--- src/rtl/wave_buffer_ctrl_pkg.sv ---
// Shared types and default sizes for the ping-pong sample buffer controller.
package wave_buffer_ctrl_pkg;

  localparam int unsigned MAX_WR_WAIT_DEF = 4;
  localparam int unsigned ADDR_W_DEF      = 8;
  localparam int unsigned DATA_W_DEF      = 8;

  typedef enum logic [2:0] {
    ST_CAPTURE = 3'b001,
    ST_HOLD    = 3'b010,
    ST_SWAP    = 3'b100
  } bank_state_t;

endpackage

--- src/rtl/wave_buffer_ctrl_if.sv ---
// Capture/display handshake bundle; master = capture/display clients, slave = buffer controller.
interface wave_buffer_ctrl_if #(
  parameter int unsigned ADDR_W = 8,
  parameter int unsigned DATA_W = 8
);
  logic              cap_wr_req;
  logic [ADDR_W-1:0] cap_wr_addr;
  logic [DATA_W-1:0] cap_wr_data;
  logic              cap_wr_ack;
  logic              cap_frame_done;
  logic              cap_ready;
  logic              disp_rd_req;
  logic [ADDR_W-1:0] disp_rd_addr;
  logic              disp_rd_ack;
  logic              disp_rd_valid;
  logic [DATA_W-1:0] disp_rd_data;
  logic              disp_idle;
  logic              read_index;
  logic              swap_pulse;

  modport master (
    output cap_wr_req, cap_wr_addr, cap_wr_data, cap_frame_done,
           disp_rd_req, disp_rd_addr, disp_idle,
    input  cap_wr_ack, cap_ready, disp_rd_ack, disp_rd_valid, disp_rd_data,
           read_index, swap_pulse
  );

  modport slave (
    input  cap_wr_req, cap_wr_addr, cap_wr_data, cap_frame_done,
           disp_rd_req, disp_rd_addr, disp_idle,
    output cap_wr_ack, cap_ready, disp_rd_ack, disp_rd_valid, disp_rd_data,
           read_index, swap_pulse
  );
endinterface

--- src/rtl/wave_buffer_ctrl_arb.sv ---
// Single-port RAM arbiter: reads win conflicts until a write has waited MAX_WR_WAIT cycles.
module wave_buffer_arb #(
  parameter int unsigned MAX_WR_WAIT = 4
) (
  input  logic clk,
  input  logic reset_n,
  input  logic wr_req,
  input  logic wr_ready,
  input  logic rd_req,
  input  logic rd_allow,
  output logic wr_gnt,
  output logic rd_gnt
);

  localparam int unsigned WAIT_W = $clog2(MAX_WR_WAIT + 1);

  logic [WAIT_W-1:0] wr_wait;
  logic              wr_elig;
  logic              rd_elig;
  logic              starved;

  // Grants are suppressed while in reset so nothing reaches the RAM.
  always_comb begin
    wr_elig = wr_req & wr_ready & reset_n;
    rd_elig = rd_req & rd_allow & reset_n;
    starved = (wr_wait == WAIT_W'(MAX_WR_WAIT));
    wr_gnt  = wr_elig & (~rd_elig | starved);
    rd_gnt  = rd_elig & ~wr_gnt;
  end

  // A request blocked by cap_ready=0 neither counts nor clears.
  always_ff @(posedge clk) begin
    if (!reset_n) begin
      wr_wait <= '0;
    end else if (!wr_req || wr_gnt) begin
      wr_wait <= '0;
    end else if (wr_ready && !starved) begin
      wr_wait <= wr_wait + WAIT_W'(1);
    end
  end

endmodule

--- src/rtl/wave_buffer_ctrl.sv ---
// Ping-pong sample buffer controller: bank FSM, RAM mux and read-valid pipeline.
module wave_buffer_ctrl
  import wave_buffer_ctrl_pkg::*;
#(
  parameter int unsigned MAX_WR_WAIT = MAX_WR_WAIT_DEF,
  parameter int unsigned ADDR_W      = ADDR_W_DEF,
  parameter int unsigned DATA_W      = DATA_W_DEF
) (
  input  logic              clk,
  input  logic              reset_n,
  wave_buffer_ctrl_if.slave bus,
  output logic [ADDR_W:0]   ram_addr,
  output logic              ram_we,
  output logic [DATA_W-1:0] ram_wdata,
  input  logic [DATA_W-1:0] ram_rdata
);

  bank_state_t state_q;
  bank_state_t state_d;
  logic        read_index_q;
  logic        rd_valid_q;
  logic        rd_allow;
  logic        wr_gnt;
  logic        rd_gnt;

  wave_buffer_arb #(
    .MAX_WR_WAIT (MAX_WR_WAIT)
  ) u_arb (
    .clk      (clk),
    .reset_n  (reset_n),
    .wr_req   (bus.cap_wr_req),
    .wr_ready (bus.cap_ready),
    .rd_req   (bus.disp_rd_req),
    .rd_allow (rd_allow),
    .wr_gnt   (wr_gnt),
    .rd_gnt   (rd_gnt)
  );

  always_ff @(posedge clk) begin
    if (!reset_n) begin
      state_q <= ST_CAPTURE;
    end else begin
      state_q <= state_d;
    end
  end

  // Swap waits for an idle display with no read in flight.
  always_comb begin
    state_d = state_q;
    unique case (state_q)
      ST_CAPTURE: if (bus.cap_frame_done) state_d = ST_HOLD;
      ST_HOLD:    if (bus.disp_idle && !bus.disp_rd_req && !rd_valid_q) state_d = ST_SWAP;
      ST_SWAP:    state_d = ST_CAPTURE;
      default:    state_d = ST_CAPTURE;
    endcase
  end

  always_comb begin
    bus.cap_ready  = 1'b0;
    bus.swap_pulse = 1'b0;
    rd_allow       = 1'b1;
    unique case (state_q)
      ST_CAPTURE: bus.cap_ready = 1'b1;
      ST_HOLD:    ;
      ST_SWAP: begin
        bus.swap_pulse = 1'b1;
        rd_allow       = 1'b0;
      end
      default:    ;
    endcase
  end

  always_ff @(posedge clk) begin
    if (!reset_n) begin
      read_index_q <= 1'b0;
      rd_valid_q   <= 1'b0;
    end else begin
      if (state_q == ST_SWAP) read_index_q <= ~read_index_q;
      rd_valid_q <= rd_gnt;
    end
  end

  // Capture always targets the bank the display does not own.
  always_comb begin
    ram_addr  = '0;
    ram_we    = 1'b0;
    ram_wdata = '0;
    if (wr_gnt) begin
      ram_addr  = {~read_index_q, bus.cap_wr_addr};
      ram_we    = 1'b1;
      ram_wdata = bus.cap_wr_data;
    end else if (rd_gnt) begin
      ram_addr  = {read_index_q, bus.disp_rd_addr};
    end
  end

  assign bus.cap_wr_ack    = wr_gnt;
  assign bus.disp_rd_ack   = rd_gnt;
  assign bus.disp_rd_valid = rd_valid_q;
  assign bus.disp_rd_data  = ram_rdata;
  assign bus.read_index    = read_index_q;

endmodule

--- src/flat_wrapper.sv ---
// flat-port wrapper written by rule: the top's interface ports become plain ports
module wave_buffer_ctrl_flat import wave_buffer_ctrl_pkg::*;
#(
  parameter int unsigned MAX_WR_WAIT = MAX_WR_WAIT_DEF,
  parameter int unsigned ADDR_W      = ADDR_W_DEF,
  parameter int unsigned DATA_W      = DATA_W_DEF
)
  (clk, reset_n, ram_addr, ram_we, ram_wdata, ram_rdata, bus_cap_wr_req, bus_cap_wr_addr, bus_cap_wr_data, bus_cap_frame_done, bus_disp_rd_req, bus_disp_rd_addr, bus_disp_idle, bus_cap_wr_ack, bus_cap_ready, bus_disp_rd_ack, bus_disp_rd_valid, bus_disp_rd_data, bus_read_index, bus_swap_pulse);
  wave_buffer_ctrl_if #(.ADDR_W(ADDR_W), .DATA_W(DATA_W)) bus_i ();
  input  logic clk;
  input  logic reset_n;
  output logic [ADDR_W:0] ram_addr;
  output logic ram_we;
  output logic [DATA_W-1:0] ram_wdata;
  input  logic [DATA_W-1:0] ram_rdata;
  input wire logic [$bits(bus_i.cap_wr_req)-1:0] bus_cap_wr_req;
  input wire logic [$bits(bus_i.cap_wr_addr)-1:0] bus_cap_wr_addr;
  input wire logic [$bits(bus_i.cap_wr_data)-1:0] bus_cap_wr_data;
  input wire logic [$bits(bus_i.cap_frame_done)-1:0] bus_cap_frame_done;
  input wire logic [$bits(bus_i.disp_rd_req)-1:0] bus_disp_rd_req;
  input wire logic [$bits(bus_i.disp_rd_addr)-1:0] bus_disp_rd_addr;
  input wire logic [$bits(bus_i.disp_idle)-1:0] bus_disp_idle;
  output wire logic [$bits(bus_i.cap_wr_ack)-1:0] bus_cap_wr_ack;
  output wire logic [$bits(bus_i.cap_ready)-1:0] bus_cap_ready;
  output wire logic [$bits(bus_i.disp_rd_ack)-1:0] bus_disp_rd_ack;
  output wire logic [$bits(bus_i.disp_rd_valid)-1:0] bus_disp_rd_valid;
  output wire logic [$bits(bus_i.disp_rd_data)-1:0] bus_disp_rd_data;
  output wire logic [$bits(bus_i.read_index)-1:0] bus_read_index;
  output wire logic [$bits(bus_i.swap_pulse)-1:0] bus_swap_pulse;
  assign bus_i.cap_wr_req = bus_cap_wr_req;
  assign bus_i.cap_wr_addr = bus_cap_wr_addr;
  assign bus_i.cap_wr_data = bus_cap_wr_data;
  assign bus_i.cap_frame_done = bus_cap_frame_done;
  assign bus_i.disp_rd_req = bus_disp_rd_req;
  assign bus_i.disp_rd_addr = bus_disp_rd_addr;
  assign bus_i.disp_idle = bus_disp_idle;
  assign bus_cap_wr_ack = bus_i.cap_wr_ack;
  assign bus_cap_ready = bus_i.cap_ready;
  assign bus_disp_rd_ack = bus_i.disp_rd_ack;
  assign bus_disp_rd_valid = bus_i.disp_rd_valid;
  assign bus_disp_rd_data = bus_i.disp_rd_data;
  assign bus_read_index = bus_i.read_index;
  assign bus_swap_pulse = bus_i.swap_pulse;
  wave_buffer_ctrl #(.MAX_WR_WAIT(MAX_WR_WAIT), .ADDR_W(ADDR_W), .DATA_W(DATA_W)) u_core (.clk(clk), .reset_n(reset_n), .bus(bus_i), .ram_addr(ram_addr), .ram_we(ram_we), .ram_wdata(ram_wdata), .ram_rdata(ram_rdata));
endmodule
--- config.mk ---
export PLATFORM = sky130hd
export DESIGN_NAME = wave_buffer_ctrl_flat
export DESIGN_NICKNAME = d
export VERILOG_FILES = /design/src/rtl/wave_buffer_ctrl_pkg.sv /design/src/rtl/wave_buffer_ctrl_if.sv /design/src/rtl/wave_buffer_ctrl_arb.sv /design/src/rtl/wave_buffer_ctrl.sv /design/src/flat_wrapper.sv
export SDC_FILE = /design/constraint.sdc
export NUM_CORES = 1
export LEC_CHECK = 0
export BUFFER_PORTS_ARGS = -buffer_cell sky130_fd_sc_hd__buf_2
export CORE_MARGIN = 2
export CORE_UTILIZATION = 30
export CTS_CLUSTER_SIZE = 30
export DETAILED_ROUTE_END_ITERATION = 10
export GPL_ROUTABILITY_DRIVEN = 1
export PLACE_DENSITY = 0.71
export SYNTH_ARGS = -nofsm -noshare
export SYNTH_HDL_FRONTEND = slang
export SYNTH_SLANG_ARGS = --single-unit
--- constraint.sdc ---
create_clock -name clk -period 1.9 [get_ports clk]
set_clock_uncertainty 0.05 [all_clocks]
set_input_delay 0.285 -clock clk [delete_from_list [all_inputs] [get_ports clk]]
set_output_delay 0.285 -clock clk [all_outputs]
set_load 0.02 [all_outputs]
Word level (Yosys, flattened, before mapping)
Index checks and enable logic that the tools add are counted.
- bits in registers: 8
- input port bits: 38
- output and inout bits: 32
- word-level logic and storage cells: 42
- add/subtract/negate cells: 1
- equality and inequality tests: 6
- multiplexer cells: 10
- bitwise gates (word level): 11
- reduce and logical (&&, ||, !) cells: 10
- operator list (cell ; count):
    two-way mux 9 bit ; 2
    two-way mux 8 bit ; 1
    AND 1 bit ; 6
    equality test 3 bit, second input constant ; 2
    two-way mux 3 bit ; 2
    case mux 3 bit (2 select lines) ; 1
    zero test 1 bit ; 4
    two-way mux 1 bit ; 4
    inverter 1 bit ; 4
    adder 3 x 1 -> 3 bit, second input constant ; 1
    equality test 3 x 1 -> 1 bit, second input constant ; 1
    equality test 3 x 2 -> 1 bit, second input constant ; 1
    logical AND 1 bit ; 3
    != test 2 x 1 -> 1 bit, second input constant ; 1
    != test 2 bit, second input constant ; 1
    AND reduction 2 bit ; 1
    OR reduction 2 bit ; 1
    logical OR 1 bit ; 1
    OR 1 bit ; 1

Depth between registers and ports, before layout
Gate-level depths: netlist of run 1.
- depth in word-level cells: 11
- mapped depth: 7
- gate-level depth less buffers: 5

Cells and area by module
A second synthesis of run 1 with hierarchy kept.
- cells, all modules: 76
- area total of the unflattened synthesis: 668.1 µm²
- modules (own cells, without submodules) (module ; instances ; cells each ; area each (µm²) ; seq. area each (µm²)):
    wave_buffer_ctrl ; 1 ; 50 ; 467.9 ; 100.1
    wave_buffer_arb ; 1 ; 26 ; 200.2 ; 60.1

Least setup slack after synthesis of run 1
Ideal clock, no wire load.
- path type: reg2out
- start point: register u_core.u_arb.wr_wait[0]
- end point: output ram_addr[0]
- arrival time: 1.607 ns
- data required time: 1.565 ns
- slack: -0.042 ns
- cell stages (with the launch flop): 8
- path buffers: 2
- cell sequence: dfxtp_1 -> inv_1 -> ha_1 -> and2_1 -> o311a_1 -> buf_6 -> buf_8 -> a32o_1
- cells in the longest elaborated chain, start to end: 7
- ends and longest elaborated chain (what ; line ; source):
    start: declaration ; wave_buffer_ctrl_arb.sv:17 ; logic [WAIT_W-1:0] wr_wait;
    start signal: assignment ; wave_buffer_ctrl_arb.sv:38 ; wr_wait <= wr_wait + WAIT_W'(1);
    equality test 3 bit (*) ; wave_buffer_ctrl_arb.sv:26 ; starved = (wr_wait == WAIT_W'(MAX_WR_WAIT));
    OR 1 bit (*) ; wave_buffer_ctrl_arb.sv:27 ; wr_gnt = wr_elig & (~rd_elig | starved);
    AND 1 bit (*) ; wave_buffer_ctrl_arb.sv:27 ;
    via bus_cap_wr_ack ; flat_wrapper.sv:23 ; output wire logic [$bits(bus_i.cap_wr_ack)-1:0] bus_cap_wr_ack;
    inverter 1 bit ; wave_buffer_ctrl_arb.sv:28 ; rd_gnt = rd_elig & ~wr_gnt;
    AND 1 bit ; wave_buffer_ctrl_arb.sv:28 ;
    two-way mux 9 bit ; wave_buffer_ctrl.sv:92 ; end else if (rd_gnt) begin
    two-way mux 9 bit (*) ; wave_buffer_ctrl.sv:88 ; if (wr_gnt) begin
    end: declaration ; flat_wrapper.sv:12 ; output logic [ADDR_W:0] ram_addr;
The timed path passes the listed nets; every way through them passes the cells marked *.

Worst setup path in the final report of run 1
- start point: register u_core.u_arb.wr_wait[1]
- end point: output ram_addr[3]
- cells in the longest elaborated chain, start to end: 7
- ends and longest elaborated chain (what ; line):
    equality test 3 bit (*) ; wave_buffer_ctrl_arb.sv:26
    OR 1 bit (*) ; wave_buffer_ctrl_arb.sv:27
    AND 1 bit (*) ; wave_buffer_ctrl_arb.sv:27
    inverter 1 bit ; wave_buffer_ctrl_arb.sv:28
    AND 1 bit ; wave_buffer_ctrl_arb.sv:28
    two-way mux 9 bit ; wave_buffer_ctrl.sv:92
    two-way mux 9 bit (*) ; wave_buffer_ctrl.sv:88
Mark *: on every way between the ends. The rest lies on a longest branch, timed or not.

==> results of run 1 <==
## where the power goes
| part | switching [mW] | internal (mW) | leakage, nW |
|---|---|---|---|
| Clock | 0.0685 | 0.0729 | 0.0138 |
| Sequential | 0.00658 | 0.173 | 0.0662 |
| Combinational | 0.0980 | 0.0968 | 0.491 |
| Total | 0.173 | 0.343 | 0.571 |
## area by class of cell
cell class / instances / area, sq um / area share [%]
multi-input combinational: 54 / 523 / 45.5
inverter: 3 / 11.3 / 0.980
timing repair buffer: 61 / 394 / 34.3
tap: 28 / 35.0 / 3.05
clock buffer: 3 / 22.5 / 1.96
sequential: 8 / 163 / 14.2
## synth_stat cells (all sizes together), types with 2 or more instances
cell and instances:
a32o 9, dfxtp 8, inv 3, and2 13
ha 2, buf 12, nor3b 4, nand2 2
nor3 2, nor2 2
## flip-flops by register name, indices dropped and copies added (netlist names)
signal,cells
u_core.bus.read_index,1
u_core.state_q,3
u_core.bus.disp_rd_valid,1
u_core.u_arb.wr_wait,3
## critical path: cells and delay by family, from the launching register on
| family | cells | cell delay (ns) |
|---|---|---|
| AOI/OAI and AO/OA | 2 | 0.58 |
| adders and majority gates | 1 | 0.15 |
| buffers and inverters | 2 | 0.18 |
| DFF | 1 | 0.34 |
| and+or+nand+nor | 1 | 0.17 |
## kinds of logic after synthesis
family,after synthesis
buffers and inverters,16
AO/OA/AOI/OAI,16
adder cells (fa/ha/maj),2
XOR/XNOR,1
flip-flops,8
AND/OR/NAND/NOR,32
## timing repair
action                     in CTS  in global routing
gates resized for setup        36                  8
hold buffers                    0                  0
cloned                          2                  1
setup buffers                   1                  2
pin swaps                       8                  4
setup endpoints to repair      20                 19
## metrics by stage
step	instances	hold WS, ns
2_1_floorplan	75	0.357
3_3_place_gp	148	0.458
3_5_place_dp	148	0.473
4_1_cts	154	0.222
5_1_grt	157	0.265
6_report	157	0.242
## per-layer routing
layer  track usage, %  vias to the layer above  wire, um
met4             6.58                        0        29
met1             17.8                      402       881
li1                 -                      388         -
met3             3.74                        3       169
met5                0                        -         0
met2             31.8                       45      1240
## path summary, 6_finish.rpt
check                           start                 endpoint  slack, ns
max           u_core.u_arb.wr_wait[1]              ram_addr[3]      -0.13
min                           reset_n    u_core.bus.read_index       0.24
max reg2reg   u_core.u_arb.wr_wait[1]  u_core.u_arb.wr_wait[1]       0.40
min reg2reg  u_core.bus.disp_rd_valid        u_core.state_q[2]       0.49
==> flow_summary_export.csv, run 1 <==
group,metric,value,unit
status,status,"finished with violations",
status,violations,"setup timing",
routing,drtPass1Iterations,4,
cts,cts-root-buf,"clkbuf_4",
setup_path,cp.arrival,1.69,ns
finish,mostFrequentLayoutCells,"buf_2 (42), and2_1 (11), buf_6 (11)",
timing,final-setup-viol-count,18,
finish,areaGrowthSynthToFinish,69.7,%
floorplan,die_x,51.5,um
logic_synthesis,synth-compound-area-share,21.8,%
logic_synthesis,ys_seq_area_share,23.7,%
cts,clock-sinks,8,
logic_synthesis,syn-num-nets,115,
routing,wl,2.32,mm
logic_synthesis,netlist_instances,75,
power,p_per_area,449,mW/mm^2
finish,final_area,0.00115,sq mm
logic_synthesis,synth_area_leaders,"dfxtp_1 (24%), a32o_1 (13%), and2_1 (12%), buf_4 (10%), ha_1 (3.7%)",
logic_synthesis,synth_edf_count,0,
timing,hold_viol,0,
setup_path,crit_fanout,5,
logic_synthesis,async_flop_share,0,%
cts,htreeDepth,1,
logic_synthesis,synthSimpleGateAreaFrac,32.7,%
finish,fillers,198,
flow_run,cap_violations,0,
routing,final_antenna_net_count,0,
floorplan,boundaryPins,70,
setup_path,critPathRequiredTime,1.56,ns
cts,clock_path_buffers,2,
timing,slew_viol_final,0,
floorplan,die_y,51.5,um
timing,fin_crit,2.03,ns
hold_path,hp-class,"in2reg",
timing,timing.fmax,0.493,GHz
timing,finalSetupTns,-1.64,ns
logic_synthesis,synth_area_leader_cell,"dfxtp_1",
floorplan,start_util,31.2,%
logic_synthesis,syn_area_per_cell,9.03,sq um
timing,slew_headroom,72.8,%
logic_synthesis,synth_xor_area_share,1.29,%
global_routing,grt_start_max_net_pins,12,
cts,cts_tree,"done",
routing,routedWlPerCell,14.8,um
cts,clk_pin_slew_worst_paths,0.07,ns
logic_synthesis,yosysWarnings,0,
setup_path,critPathCaptureType,"primary output",
floorplan,die_area,0.00265,sq mm
finish,final_core_util,52.9,%
logic_synthesis,ys_seq_elements,8,
routing,route.vias.total,838,
floorplan,core-area,0.00217,sq mm
logic_synthesis,synth_top_family_by_area,"simple AND/OR/NAND/NOR gates",
timing,rsz0062_at_grt,"yes",
routing,routed_via_density,5.34,
setup_path,reg2reg_depth,6,
finish,diodes,0,
logic_synthesis,synth_mux_area_share,0,%
logic_synthesis,synth.cell_area,677,sq um
global_routing,grt_use_total,16.8,%
setup_path,setup.worst_path.start_class,"flip-flop",
place,pre_cts_ws,-0.0873,ns
timing,fin_crit_sh,107,%
timing,tightest_slew,0.407,ns
power,ir_worst_vdd,0.267,mV
place,io_buffers,53,
global_routing,grt_antenna_before_repair,0,
setup_path,crit_slowest_cell,"dfxtp_2",
logic_synthesis,yosys_most_used_dff,"dfxtp_1",
place,gp_congestion,0.759,
logic_synthesis,synth_fa_ha_area_share,3.70,%
cts,cts_made_buffers,3,
finish,layout_commonest_cell,"buf_2",
global_routing,grt_overflow,0,
finish,drive_gt1_share,68.2,%
cts,insertion_delay,0.27,ns
floorplan,num_rows,17,
routing,post-route-drc-count,0,
setup_path,critPathKind,"reg2out",
logic_synthesis,synth_cell_types,33,
setup_path,path_cells,"inv_2, ha_4, and2_4, o311a_4, a32o_2, buf_6",
logic_synthesis,synth_top_area_share,23.7,%
setup_path,slowest_delay,0.34,ns
timing,setup_slack,-0.128,ns
place,dp.final_hpwl,1.53,mm
hold_path,hold_depth,2,
power,p_total,0.516,mW
finish,nets,171,
global_routing,first_global_vias,788,
global_routing,grt_pass1_wl,3.37,mm
power,power.leakage,0.571,nW
routing,drt_iter0_markers,12,
place,place_area,916,sq um
(Power assumes the default switching activity.)
==> inputs of run 2 (changes only) <==
--- a/config.mk
+++ b/config.mk
@@ -14,4 +14,5 @@
 export PLACE_DENSITY = 0.71
 export SYNTH_ARGS = -nofsm -noshare
 export SYNTH_HDL_FRONTEND = slang
+export SYNTH_HIERARCHICAL = 1
 export SYNTH_SLANG_ARGS = --single-unit
==> run 2 against run 1 <==
  * The run still ends with setup timing left
  * Sequential cell count unchanged
  * Largest power group unchanged
  * Highest routed layer unchanged
  * Via count is 9.5% lower
  * Combinational power is 13% higher
  * Critical path type unchanged
  * Synthesized area decreased by 1.3%
  * Critical path depth rose by 1
==> flow_summary_export.csv, run 2 <==
group,metric,value,unit
logic_synthesis,synth_area_leaders,"dfxtp_1 (24%), a22o_2 (12%), buf_4 (11%), and2_1 (8.4%), nand2b_1 (5.6%)",
place,dp.final_hpwl,1.51,mm
place,gp_congestion,0.722,
setup_path,critPathCaptureType,"primary output",
power,power.share.sequential,34.3,%
timing,hold_viol,0,
power,p_total,0.528,mW
global_routing,grt_start_max_net_pins,10,
routing,routed_via_density,4.80,
timing,hold_slack,0.305,ns
setup_path,cp_common_cell,"buf_6",
logic_synthesis,syn_area_per_cell,8.79,sq um
logic_synthesis,netlist_instances,76,
floorplan,die_y,51.2,um
logic_synthesis,synth_commonest_cells,"buf_4 (10), and2_1 (9), a22o_2 (8), dfxtp_1 (8), nand2b_1 (6)",
floorplan,die_x,51.2,um
setup_path,crit_family,"simple AND/OR/NAND/NOR gates",
power,swShare,31.1,%
timing,slew_viol_final,0,
setup_path,critPathKind,"reg2out",
timing,rsz0062_at_grt,"yes",
logic_synthesis,ys_seq_elements,8,
setup_path,crit_fanout,5,
timing,timing.fmax,0.467,GHz
finish,areaGrowthSynthToFinish,76.4,%
routing,drt_iter0_markers,4,
logic_synthesis,syn-num-nets,116,
setup_path,crit_slowest_cell,"dfxtp_2",
finish,layout_commonest_cell,"buf_2",
finish,mostFrequentLayoutCells,"buf_2 (35), buf_6 (22), and2_4 (8)",
timing,setup_slack,-0.239,ns
setup_path,slowest_delay,0.33,ns
cts,clock_path_buffers,2,
logic_synthesis,yosys_most_used_dff,"dfxtp_1",
cts,clk_pin_slew_worst_paths,0.05,ns
cts,htreeDepth,1,
logic_synthesis,synth.cell_area,668,sq um
floorplan,core-area,0.00215,sq mm
finish,drive_gt1_share,73.1,%
power,ir_worst_vdd,0.177,mV
logic_synthesis,synth_top_area_share,24.0,%
global_routing,grt_use_total,15.6,%
power,power.leakage,0.570,nW
cts,clock-sinks,8,
cts,cts_tree,"done",
logic_synthesis,synth_area_leader_cell,"dfxtp_1",
finish,reg_top3,"u_core/state_q: 3 flops, u_core/u_arb/wr_wait: 3 flops",
setup_path,critPathRequiredTime,1.56,ns
setup_path,crit_buf_inv,2,
logic_synthesis,ys_seq_area_share,24.0,%
finish,nets,172,
power,pwr-share-comb,41.6,%
routing,post-route-drc-count,0,
setup_path,setup.worst_path.start_class,"flip-flop",
hold_path,hp-class,"in2reg",
status,violations,"setup timing",
setup_path,path_cells,"buf_6, nor3b_4, nand3_2, a21oi_4, nor2b_4, mux2_4, buf_6",
power,internal_power,0.364,mW
routing,wl,2.10,mm
timing,tightest_slew,0.282,ns
global_routing,grt_pass1_wl,3.12,mm
logic_synthesis,synth_cell_types,29,
setup_path,cp.arrival,1.80,ns
routing,final_antenna_net_count,0,
global_routing,first_global_vias,745,
logic_synthesis,yosysWarnings,6,
cts,cts_made_buffers,3,
cts,insertion_delay,0.25,ns
routing,routedWlPerCell,13.3,um
timing,slew_headroom,81.1,%
cts,cts-root-buf,"clkbuf_4",
flow_run,cap_violations,0,
power,clkPwrFrac,24.1,%
floorplan,boundaryPins,70,
logic_synthesis,async_flop_share,0,%
global_routing,grt_antenna_before_repair,0,
logic_synthesis,synth_most_common_cell,"buf_4",
routing,drtPass1Iterations,4,
logic_synthesis,synth_edf_count,0,
finish,diodes,0,
power,p_per_area,448,mW/mm^2
floorplan,die_area,0.00262,sq mm
floorplan,num_rows,17,
place,io_buffers,53,
finish,final_core_util,54.9,%
routing,route.vias.total,758,
timing,fin_crit_sh,113,%
global_routing,grt_util_met3,2.05,%
finish,fin_cells,158,
finish,fillers,199,
timing,fin_crit,2.14,ns
timing,final-setup-viol-count,19,
floorplan,start_util,31.1,%
global_routing,busiest_layer,"met2",
global_routing,use_met2,28.6,%
status,status,"finished with violations",
place,dp.cells,151,
global_routing,grt_overflow,0,
power,switching_power,0.164,mW
global_routing,grt_use_met1,18.0,%
## run 2: area by class of cell
type | instances | area, sq um | share of cell area [%]
clock buffers | 3 | 22.5 | 1.91
inverters | 3 | 11.3 | 0.955
multi-input cells | 53 | 478 | 40.6
flip-flops and latches | 8 | 164 | 13.9
well taps | 28 | 35.0 | 2.97
repair buffers | 63 | 468 | 39.7
## run 2: timing repair
action | 4_1_cts | 5_1_grt
hold buffers | 0 | 0
pin swaps | 4 | 5
setup endpoints to repair | 19 | 20
resized for setup | 41 | 14
gates cloned | 2 | 0
setup buffers | 1 | 1
## run 2: logic make-up after synthesis
| family | count (synthesis) | synth area share (%) |
|---|---|---|
| and+or+nand+nor | 33 | 33.0 |
| muxes | 2 | 3.74 |
| DFF | 8 | 24.0 |
| buffers and inverters | 16 | 16.9 |
| AOI/OAI and AO/OA | 15 | 18.7 |
| adders and majority gates | 2 | 3.74 |
## run 2: power groups by stage
| stage | Clock [mW] | Sequential, mW | Combinational [mW] |
|---|---|---|---|
| floorplan | 0 | 0.184 | 0.130 |
| global placement | 0 | 0.183 | 0.169 |
| detailed placement | 0 | 0.184 | 0.171 |
| CTS | 0.132 | 0.181 | 0.204 |
| global route | 0.139 | 0.181 | 0.234 |
| finish | 0.128 | 0.181 | 0.220 |
## run 2: metal layers
layer | share of wire, % | wire [um] | up-vias
li1 | - | - | 368
met1 | 37 | 785 | 338
met2 | 52 | 1100 | 48
met3 | 9.0 | 190 | 4
met4 | 1.1 | 23 | 0
met5 | 0 | 0 | -
## run 2: path summary, 6_finish.rpt
path,start,to,slack (ns),cells past startpoint
max,u_core/state_q[2],ram_addr[8],-0.24,7
min,bus_disp_rd_req,u_core/state_q[2],0.30,3
min reg2reg,u_core/u_arb/wr_wait[1],u_core/u_arb/wr_wait[1],0.44,2
max reg2reg,u_core/state_q[2],u_core/bus.disp_rd_valid,0.52,6
## run 2: worst reg2reg max path, stage by stage, from the launching register on
cell,delay [ns]
dfxtp_2,0.33
buf_6,0.12
nor3b_4,0.23
nand2_1,0.08
o21a_1,0.22
buf_6,0.13
and2_1,0.13
## run 2: metrics by stage
stage,cell area [sq um],setup WS (ns),TNS (ns)
after CTS,1120,-0.249,-3.54
final,1180,-0.239,-3.32
after detailed placement,962,-0.0211,-0.178
after global placement,962,0.0211,0
after global routing,1180,-0.309,-4.69
after floorplan,714,-0.304,-4.90
